$ cat config.mk
export PLATFORM = sky130hd
export DESIGN_NAME = axis_averager_sequencer
export DESIGN_NICKNAME = d
export VERILOG_FILES = /design/src/rtl/axis_averager_sequencer.sv
export SDC_FILE = /design/constraint.sdc
export NUM_CORES = 1
export LEC_CHECK = 0
export CAP_MARGIN = 0
export CORE_UTILIZATION = 45
export CTS_BUF_LIST = sky130_fd_sc_hd__clkbuf_4
export DETAILED_ROUTE_END_ITERATION = 8
export GPL_TIMING_DRIVEN = 0
export PLACE_DENSITY = 0.93
export SLEW_MARGIN = 0
export SYNTH_ARGS = -nofsm -noshare
export SYNTH_HDL_FRONTEND = slang
export SYNTH_SLANG_ARGS = --single-unit
$ cat constraint.sdc
create_clock -name aclk -period 4.57 [get_ports aclk]
set_input_delay 0.457 -clock aclk [delete_from_list [all_inputs] [get_ports aclk]]
set_output_delay 0.457 -clock aclk [all_outputs]
set_load 0.02 [all_outputs]
$ cat src/rtl/axis_averager_sequencer.sv
// -----------------------------------------------------------------------------
// axis_averager_sequencer
//
// Run controller placed in front of axis_complex_averager. It lines averaging
// runs up with upstream frame boundaries and holds the averager in reset
// between runs. It also latches the averaging depth for the length of a run,
// throws away the stale first result frame, and forwards only valid averaged
// frames downstream.
//
// Ports
//   aclk, aresetn      clock; asynchronous active-low reset (released
//                      synchronously inside the block)
//   cfg_start          one-cycle pulse that begins a run (acted on only in IDLE)
//   cfg_stop           one-cycle pulse that aborts a run
//   cfg_continuous     1 = continuous, 0 = single-shot; sampled at start
//   cfg_log_count      averaging depth N (2^N frames); clamped to
//                      LOG_COUNT_MAX and sampled at start
//   S_AXIS_*           upstream complex frames (imag upper, real lower half)
//   avg_aresetn        synchronous reset to the averager; high only in a run
//   avg_log_count      latched N for the averager
//   avg_s_*            stream into the averager slave port
//   avg_m_*            stream from the averager master port
//   O_AXIS_*           averaged frames that are forwarded downstream
//   sts_busy           high while the controller is not IDLE
//   sts_done           one-cycle pulse when a single-shot run completes
//   sts_result_count   count of forwarded result frames since start (wraps)
//   sts_log_count      N of the active or most recent run
//   dbg_state          current controller state (IDLE/ALIGN/RUN/STOPPING)
//
// Handshake rule for every stream: a beat transfers on a rising aclk edge
// where tvalid and tready are both high. A source holds tdata/tlast stable
// while tvalid is high and tready is low. tvalid never depends on tready.
// -----------------------------------------------------------------------------
module axis_averager_sequencer #(
  parameter int AXIS_TDATA_WIDTH = 32,
  parameter int LOG_COUNT_MAX    = 20
) (
  input  logic                        aclk,
  input  logic                        aresetn,

  input  logic                        cfg_start,
  input  logic                        cfg_stop,
  input  logic                        cfg_continuous,
  input  logic [4:0]                  cfg_log_count,

  input  logic [AXIS_TDATA_WIDTH-1:0] S_AXIS_tdata,
  input  logic                        S_AXIS_tvalid,
  output logic                        S_AXIS_tready,
  input  logic                        S_AXIS_tlast,

  output logic                        avg_aresetn,
  output logic [4:0]                  avg_log_count,

  output logic [AXIS_TDATA_WIDTH-1:0] avg_s_tdata,
  output logic                        avg_s_tvalid,
  input  logic                        avg_s_tready,

  input  logic [AXIS_TDATA_WIDTH-1:0] avg_m_tdata,
  input  logic                        avg_m_tvalid,
  input  logic                        avg_m_tlast,
  output logic                        avg_m_tready,

  output logic [AXIS_TDATA_WIDTH-1:0] O_AXIS_tdata,
  output logic                        O_AXIS_tvalid,
  input  logic                        O_AXIS_tready,
  output logic                        O_AXIS_tlast,

  output logic                        sts_busy,
  output logic                        sts_done,
  output logic [15:0]                 sts_result_count,
  output logic [4:0]                  sts_log_count,

  output logic [1:0]                  dbg_state
);

  // The frame counter has to hold 2^LOG_COUNT_MAX + 1.
  localparam int FW = LOG_COUNT_MAX + 2;
  localparam logic [FW-1:0] F_ONE = FW'(1);
  localparam logic [4:0]    N_MAX = 5'(LOG_COUNT_MAX);

  typedef enum logic [1:0] {
    IDLE     = 2'd0,
    ALIGN    = 2'd1,
    RUN      = 2'd2,
    STOPPING = 2'd3
  } state_t;

  state_t        state;
  logic [4:0]    n_q;
  logic          cont_q;
  logic [FW-1:0] f_cnt;
  logic          in_res;
  logic          fwd_q;

  // ---------------------------------------------------------------------------
  // Reset asserts immediately and releases only after two clean clock edges.
  // ---------------------------------------------------------------------------
  logic [1:0] rst_sync;
  logic       rst_n;

  always_ff @(posedge aclk or negedge aresetn) begin
    if (!aresetn) begin
      rst_sync <= 2'b00;
    end else begin
      rst_sync <= {rst_sync[0], 1'b1};
    end
  end

  assign rst_n = rst_sync[1];

  // ---------------------------------------------------------------------------
  // Combinational datapath steering
  // ---------------------------------------------------------------------------
  logic          active;
  logic          s_last_hs;
  logic          o_last_hs;
  logic          avg_m_hs;
  logic [FW-1:0] m_frames;
  logic [FW-1:0] f_sat;
  logic          f_full;
  logic          fwd_eff;
  logic          gate;
  logic [4:0]    n_clamped;

  assign n_clamped = (cfg_log_count > N_MAX) ? N_MAX : cfg_log_count;

  assign active    = (state == RUN) || (state == STOPPING);
  assign m_frames  = F_ONE << n_q;
  assign f_sat     = m_frames + F_ONE;
  assign f_full    = (f_cnt >= m_frames);

  // The forward decision is made once per result frame, at its first beat,
  // so that F rolling over mid-frame can never split a result frame.
  assign fwd_eff   = in_res ? fwd_q : f_full;
  assign gate      = (state == RUN) && fwd_eff;

  // Upstream: zero-latency passthrough during a run. Outside a run,
  // upstream is drained and its beats are dropped.
  assign avg_s_tdata   = S_AXIS_tdata;
  assign avg_s_tvalid  = active ? S_AXIS_tvalid : 1'b0;
  assign S_AXIS_tready = active ? avg_s_tready  : 1'b1;

  // Downstream: forward gated result frames; stale or unwanted ones are
  // sunk by holding avg_m_tready high.
  assign O_AXIS_tdata  = avg_m_tdata;
  assign O_AXIS_tlast  = avg_m_tlast;
  assign O_AXIS_tvalid = gate ? avg_m_tvalid  : 1'b0;
  assign avg_m_tready  = gate ? O_AXIS_tready : 1'b1;

  assign s_last_hs = S_AXIS_tvalid && S_AXIS_tready && S_AXIS_tlast;
  assign o_last_hs = O_AXIS_tvalid && O_AXIS_tready && O_AXIS_tlast;
  assign avg_m_hs  = avg_m_tvalid && avg_m_tready;

  // The averager is held in reset whenever no run is in progress.
  assign avg_aresetn   = active;
  assign avg_log_count = n_q;
  assign sts_log_count = n_q;
  assign sts_busy      = (state != IDLE);
  assign dbg_state     = state;

  // ---------------------------------------------------------------------------
  // Controller
  // ---------------------------------------------------------------------------
  always_ff @(posedge aclk or negedge rst_n) begin
    if (!rst_n) begin
      state            <= IDLE;
      n_q              <= 5'd0;
      cont_q           <= 1'b0;
      f_cnt            <= '0;
      in_res           <= 1'b0;
      fwd_q            <= 1'b0;
      sts_done         <= 1'b0;
      sts_result_count <= 16'd0;
    end else begin
      sts_done <= 1'b0;

      if (o_last_hs) begin
        sts_result_count <= sts_result_count + 16'd1;
      end

      // Track result-frame boundaries on the averager output.
      if (!active) begin
        in_res <= 1'b0;
        fwd_q  <= 1'b0;
      end else if (avg_m_hs) begin
        if (avg_m_tlast) begin
          in_res <= 1'b0;
        end else if (!in_res) begin
          in_res <= 1'b1;
          fwd_q  <= fwd_eff;
        end
      end

      case (state)
        IDLE: begin
          // A start that arrives together with a stop is ignored.
          if (cfg_start && !cfg_stop) begin
            state            <= ALIGN;
            n_q              <= n_clamped;
            cont_q           <= cfg_continuous;
            f_cnt            <= '0;
            sts_result_count <= 16'd0;
          end
        end

        ALIGN: begin
          f_cnt <= '0;
          if (cfg_stop) begin
            state <= IDLE;
          end else if (s_last_hs) begin
            state <= RUN;
          end
        end

        RUN: begin
          // F saturates one past the depth; from then on every result
          // frame is forwarded.
          if (s_last_hs && (f_cnt != f_sat)) begin
            f_cnt <= f_cnt + F_ONE;
          end
          // Single-shot completion takes priority over a simultaneous stop.
          if (!cont_q && s_last_hs && (f_cnt == m_frames)) begin
            state    <= IDLE;
            sts_done <= 1'b1;
          end else if (cfg_stop) begin
            state <= STOPPING;
          end
        end

        STOPPING: begin
          // Finish the frame in flight so the averager never sees a
          // truncated frame, then drop back to IDLE.
          if (s_last_hs) begin
            state <= IDLE;
          end
        end

        default: state <= IDLE;
      endcase
    end
  end

endmodule

==> results of run 1 <==
==> cells by family after synthesis <==
logic type	Yosys count	share of synthesized area
buffers and inverters	116	0.166
adder cells (fa/ha/maj)	25	0.0687
AND/OR/NAND/NOR	234	0.275
multiplexers	8	0.0179
other	1	0.000824
flip-flops	51	0.280
XOR/XNOR	5	0.00963
AO/OA/AOI/OAI	122	0.181
==> cell type report <==
| cell class | instances | area, um2 |
|---|---|---|
| buffer | 95 | 683 |
| clock inverter | 3 | 20.0 |
| fill | 861 | 3790 |
| timing repair buffer | 117 | 1180 |
| tap | 133 | 166 |
| multi-input combinational | 395 | 2550 |
| inverter | 19 | 71.3 |
| clock buffer | 5 | 37.5 |
| sequential | 51 | 1280 |
==> stage by stage <==
step	hold slack [ns]	area (um2)	total power [uW]
2_1_floorplan	0.161	4550	1480
3_3_place_gp	0.336	5870	1920
3_5_place_dp	0.199	5890	1960
4_1_cts	0.173	5970	2190
5_1_grt	0.203	5980	2350
6_report	0.161	5980	2210
==> worst min path at each step <==
stage	endpoint	slack, ns	cells after the start
finish	sts_result_count[3]	0.16	0
detailed placement	avg_log_count[0]	0.20	0
global placement	rst_sync[1]	0.34	0
floorplan	rst_sync[0]	0.16	0
CTS	sts_result_count[3]	0.17	0
global route	sts_result_count[3]	0.20	0
==> worst reg2reg max path, stage by stage, from the launching register on <==
cell	delay [ns]
dfrtp_1	0.45
buf_2	0.20
clkbuf_4	0.25
nor2_1	0.22
nand2_1	0.12
ha_1	0.31
nand4_1	0.17
a31oi_1	0.11
a211o_1	0.31
a2111o_1	0.52
a32oi_2	0.32
buf_4	0.23
buf_2	0.24
nor4_1	0.09
o21a_1	0.18
==> routing by layer <==
layer  vias up  wire [um]  global-route usage
li1       2212          -                   -
met1      2225       5390               0.333
met2       275       6680               0.469
met3        39       1130              0.0339
met4         0        365              0.0736
met5         -          0                   0
==> layout by cell type, fill, tap and decap left out, drive strengths merged, types with 5 or more instances in the layout <==
cell / instances
clkdlybuf4s50: 113
buf: 83
nand2: 52
dfrtp: 51
nor2: 42
nand3: 31
o21ai: 31
a21oi: 25
ha: 25
inv: 19
clkbuf: 19
nand4: 17
o31ai: 16
and3: 14
or3: 12
nor2b: 10
nand2b: 10
or4: 10
a21o: 8
a31oi: 8
nor4: 7
mux2i: 7
and2: 5
o21a: 5
==> state kept, by name (all words and copies together), names as in the netlist <==
signal	cells
f_cnt	22
sts_result_count	16
avg_log_count	5
dbg_state	2
rst_sync	2
cont_q	1
fwd_q	1
in_res	1
sts_done	1
==> power by group <==
group          switching (uW)  leakage, uW  internal [uW]
combinational             851      0.00189            591
clock                     152    0.0000288           59.3
sequential               65.4     0.000696            492
total                    1070      0.00261           1140
==> cell usage after synthesis (10+ instances only) <==
cell type	number	area (um2)
or4_1	10	75.1
ha_1	25	313
or3_1	12	75.1
nor2b_1	10	62.6
dfrtp_1	51	1280
buf_4	72	541
o21ai_0	21	105
o31ai_1	15	113
nand2_1	52	195
nor2_1	41	154
and3_1	14	87.6
nand3_1	31	155
inv_1	19	71.3
clkbuf_1	12	45.0
a21oi_1	25	125
nand4_1	17	106
nand2b_1	10	62.6
==> repair_timing <==
action                                 in CTS  in global routing
buffers inserted                            0                  1
resized for setup                           7                  8
endpoints found under the hold margin       0                  0
setup endpoints to repair                   2                  2
pin swaps                                   0                  1
==> flow_summary_export.csv, run 1 <==
group,metric,value,unit
grt,overflow,0,
finish,finalNetCount,789,
critical_path,endpoint,"O_AXIS_tvalid",
status,status,"complete, no violations",
floorplan,core,0.00977,mm2
critical_path,critPathTopFamily,"compound AO/OA/AOI/OAI gates",
critical_path,rr_endpoint,"sts_result_count[14]",
clock_tree,path_clk_slew,0.17,ns
critical_path,crit_start,"avg_log_count[3]",
drt,routedWlPerCell,16.6,um
logic_synthesis,yosysSeqAreaShare,0.280,
drt,dr.pass1.iters,5,
placed_design,post-place-ws,-0.0398,ns
sta,setup_ws,0.0617,ns
clock_tree,h-tree-depth,2,
logic_synthesis,synthArstFlopShare,1.00,
sta,finalHoldViolCount,0,
critical_path,path_cells,"buf_2, clkbuf_4, nor2_1, nand2_1, ha_1, nand4_1, a31oi_1, a211o_1, a2111o_1, a32oi_2, buf_4, inv_1, dlygate4sd2_1",
placed_design,portBuffers,115,
critical_path,cp-end-kind,"output pin",
critical_path,critical_path_arrival,4.05,ns
finish,stdcell_count,818,
run,max_cap_violations,0,
sta,fin_skew,0.0352,ns
power_and_ir_drop,ir_drop,0.232,mV
drt,vias,4751,
floorplan,initial_core_util,0.466,
clock_tree,cts_inserted_buffers,5,
critical_path,cp_num_buf_inv,5,
sta,tightest_slew,0.762,ns
drt,drt_wl_total,13600,um
finish,diodes,0,
logic_synthesis,ys_warn_count,0,
finish,area_growth,31.5,%
critical_path,slowest_delay,0.52,ns
critical_path,path_class,"flip-flop to output pin",
floorplan,rows,36,
grt,antenna_found_initial,0,
critical_path,r2r_slack,0.80,ns
drt,via_per_inst,5.81,
logic_synthesis,synth_edf_count,0,
logic_synthesis,synth_cell_types,65,
drt,drt_iter0_drc,347,
placed_design,place_inst,811,
logic_synthesis,synth_cells,562,
drt,postRouteAntennaNets,0,
logic_synthesis,syn_area,0.00455,mm2
hold_path,worstHoldPathType,"flip-flop to async pin",
critical_path,crit_fanout,19,
critical_path,cp.depth,13,
clock_tree,cts_tree,"built",
grt,grt_pass1_vias,4558,
sta,rsz0062_at_grt,"true",
grt,grt_max_degree,35,
floorplan,ios,180,
sta,period_minus_slack,4.51,ns
power_and_ir_drop,powerDensity,369,mW/mm2
finish,drive_gt1_frac,0.166,
floorplan,dieArea,0.0105,mm2
critical_path,crit_required,4.11,ns
critical_path,r2r-start,"avg_log_count[3]",
clock_tree,root_buffer,"clkbuf_4",
critical_path,reg2reg_depth,14,
power_and_ir_drop,p_leak,0.00261,uW
logic_synthesis,synth_nets,667,
critical_path,start_kind,"flip-flop",
clock_tree,clock_latency,0.39,ns
logic_synthesis,syn_avg_cell_area,8.10,um2
placed_design,gp_congestion,0.910,
grt,grt_pass1_wl,21800,um
floorplan,die_w,103,um
sta,relSlewSlack,0.487,
drt,drc,0,
floorplan,fp.dieH,103,um
sta,setup_tns,0,ns
clock_tree,clockBufferDepth,2,
finish,post-route-util,0.612,
sta,setup_violations,0,
logic_synthesis,postSynth.topFlopCell,"dfrtp_1",
sta,fmax,222,MHz
critical_path,slowest_stage,"a2111o_1",
placed_design,dp_hpwl,10700,um
sta,maxSlewViolCount,0,
clock_tree,cts.sinks,51,
logic_synthesis,synth.ff_latch_count,51,
sta,fin_crit_sh,0.987,
clock_tree,cts_hold_buf,0,
grt,track_usage,0.263,
(Power assumes the default switching activity.)
==> inputs of run 2 (changes only) <==
- PLACE_DENSITY: 0.93 -> 0.84
==> run 2 against run 1 <==
Against the previous run: register-to-register slack better by 0.07 ns; count of clock-buffer cells in the layout unchanged; flip-flop and latch count did not move; via count decreased by 0.72%; critical path type unchanged; design area rose by 0.69%; critical path depth did not move; highest routed layer unchanged; maximum frequency is 1.7% higher; sequential share of layout area shrank 0.17 points; cell count up 0.37%; worst setup slack gained 0.076 ns.
==> flow_summary_export.csv, run 2 (synthesized netlist as in run 1, its figures left out) <==
group,metric,value,unit
critical_path,critical_path_arrival,3.98,ns
sta,setup_tns,0,ns
sta,finalHoldViolCount,0,
finish,final_cell_mix,"clkdlybuf4s50_1, buf_4, nand2_1",
critical_path,path_class,"flip-flop to output pin",
grt,antenna_found_initial,0,
drt,drt_wl_total,13600,um
floorplan,ios,180,
placed_design,portBuffers,115,
hold_path,worstHoldPathType,"flip-flop to async pin",
status,status,"complete, no violations",
finish,diodes,0,
floorplan,core,0.00977,mm2
drt,routedWlPerCell,16.5,um
power_and_ir_drop,powerDensity,377,mW/mm2
clock_tree,clock_latency,0.38,ns
drt,vias,4717,
placed_design,post-place-ws,0.00587,ns
clock_tree,root_buffer,"clkbuf_4",
critical_path,crit_required,4.11,ns
placed_design,gp_congestion,0.898,
floorplan,rows,36,
finish,area_growth,32.4,%
grt,track_usage,0.259,
critical_path,cp-end-kind,"output pin",
finish,final_common_cell,"clkdlybuf4s50_1",
grt,grt_pass1_wl,21400,um
critical_path,crit_start,"avg_log_count[3]",
sta,period_minus_slack,4.43,ns
clock_tree,cts.sinks,51,
sta,fin_crit_sh,0.970,
sta,maxSlewViolCount,0,
run,max_cap_violations,0,
power_and_ir_drop,ir_drop,0.228,mV
power_and_ir_drop,p_leak,0.00264,uW
sta,setup_violations,0,
sta,fmax,226,MHz
finish,fillers,847,
drt,postRouteAntennaNets,0,
finish,post-route-util,0.616,
sta,fin_skew,0.0228,ns
grt,grt_pass1_vias,4396,
floorplan,die_w,103,um
drt,drt_iter0_drc,257,
clock_tree,cts_inserted_buffers,5,
critical_path,r2r_slack,0.87,ns
clock_tree,h-tree-depth,2,
drt,via_per_inst,5.75,
clock_tree,path_clk_slew,0.16,ns
finish,drive_gt1_frac,0.170,
sta,rsz0062_at_grt,"true",
floorplan,dieArea,0.0105,mm2
grt,overflow,0,
critical_path,crit_fanout,10,
grt,grt_max_degree,42,
critical_path,r2r-start,"avg_log_count[3]",
floorplan,initial_core_util,0.466,
finish,largest_reg_flops,22,
finish,finalNetCount,792,
sta,relSlewSlack,0.534,
drt,drc,0,
clock_tree,cts_tree,"built",
finish,regMostFlops,"f_cnt",
floorplan,fp.dieH,103,um
clock_tree,clockBufferDepth,2,
critical_path,start_kind,"flip-flop",
drt,dr.pass1.iters,7,
placed_design,dp_hpwl,10600,um
sta,setup_ws,0.138,ns
sta,tightest_slew,0.691,ns
==> run 2: changes by cell type in the layout (fill, tap and decap cells not counted), sizes merged <==
cell      delta
clkbuf       -1
inv          +1
clkinv       -1
bufinv       +1
buf          +4
clkinvlp     -1
==> run 2: per-stage QoR <==
| stage | instances | hold WS [ns] | area (um2) | total power, uW |
|---|---|---|---|---|
| floorplan | 562 | 0.161 | 4550 | 1480 |
| global placement | 810 | 0.337 | 5870 | 1920 |
| detailed placement | 811 | 0.139 | 5890 | 1950 |
| CTS | 819 | 0.128 | 5990 | 2240 |
| global route | 821 | 0.135 | 6030 | 2410 |
| finish | 821 | 0.125 | 6030 | 2270 |
==> run 2: final timing paths <==
kind                                         to  cells past startpoint
setup / recovery                  O_AXIS_tvalid                     13
hold / removal                         f_cnt[4]                      0
setup reg to reg           sts_result_count[11]                     14
hold reg to reg                        f_cnt[4]                      0
max in group asynchronous             f_cnt[20]                      1
min in group aclk                   rst_sync[1]                      0
==> run 2: layout make-up <==
type                    count  area [um2]  share of cell area
clock inverters             3        42.5             0.00706
well taps                 133         166              0.0276
flip-flops and latches     51        1280               0.212
multi-input cells         395        2550               0.423
clock buffers               5        37.5             0.00623
repair buffers            118        1190               0.197
plain buffers              97         696               0.115
inverters                  19        71.3              0.0118
==> run 2: per-layer routing <==
metal | global-route usage | vias up | share of wire
met5 | 0 | - | 0
met4 | 0.0879 | 0 | 0.026
met3 | 0.0244 | 28 | 0.069
met2 | 0.443 | 229 | 0.49
met1 | 0.343 | 2247 | 0.41
li1 | - | 2213 | -
==> run 2: critical path, cell delays in order (launching register included) <==
cell	delay, ns
dfrtp_1	0.44
buf_2	0.24
buf_2	0.25
buf_4	0.24
nand4_1	0.15
ha_1	0.33
nand4_1	0.12
a31oi_1	0.13
a211o_1	0.29
a2111o_1	0.47
a32oi_2	0.28
buf_6	0.18
inv_1	0.12
dlygate4sd2_1	0.35
==> run 2: power by group <==
group          leakage (uW)  internal, uW  switching (uW)
sequential         0.000697           491            62.6
combinational       0.00190           599             847
clock             0.0000432           116             154
==> run 2: repair_timing <==
item / in CTS / in global routing
hold buffers: 0 / 0
setup buffers: 0 / 2
endpoints found under the hold margin: 0 / 0
setup endpoints to repair: 2 / 2
pin swaps: 0 / 2
gates resized for setup: 8 / 5
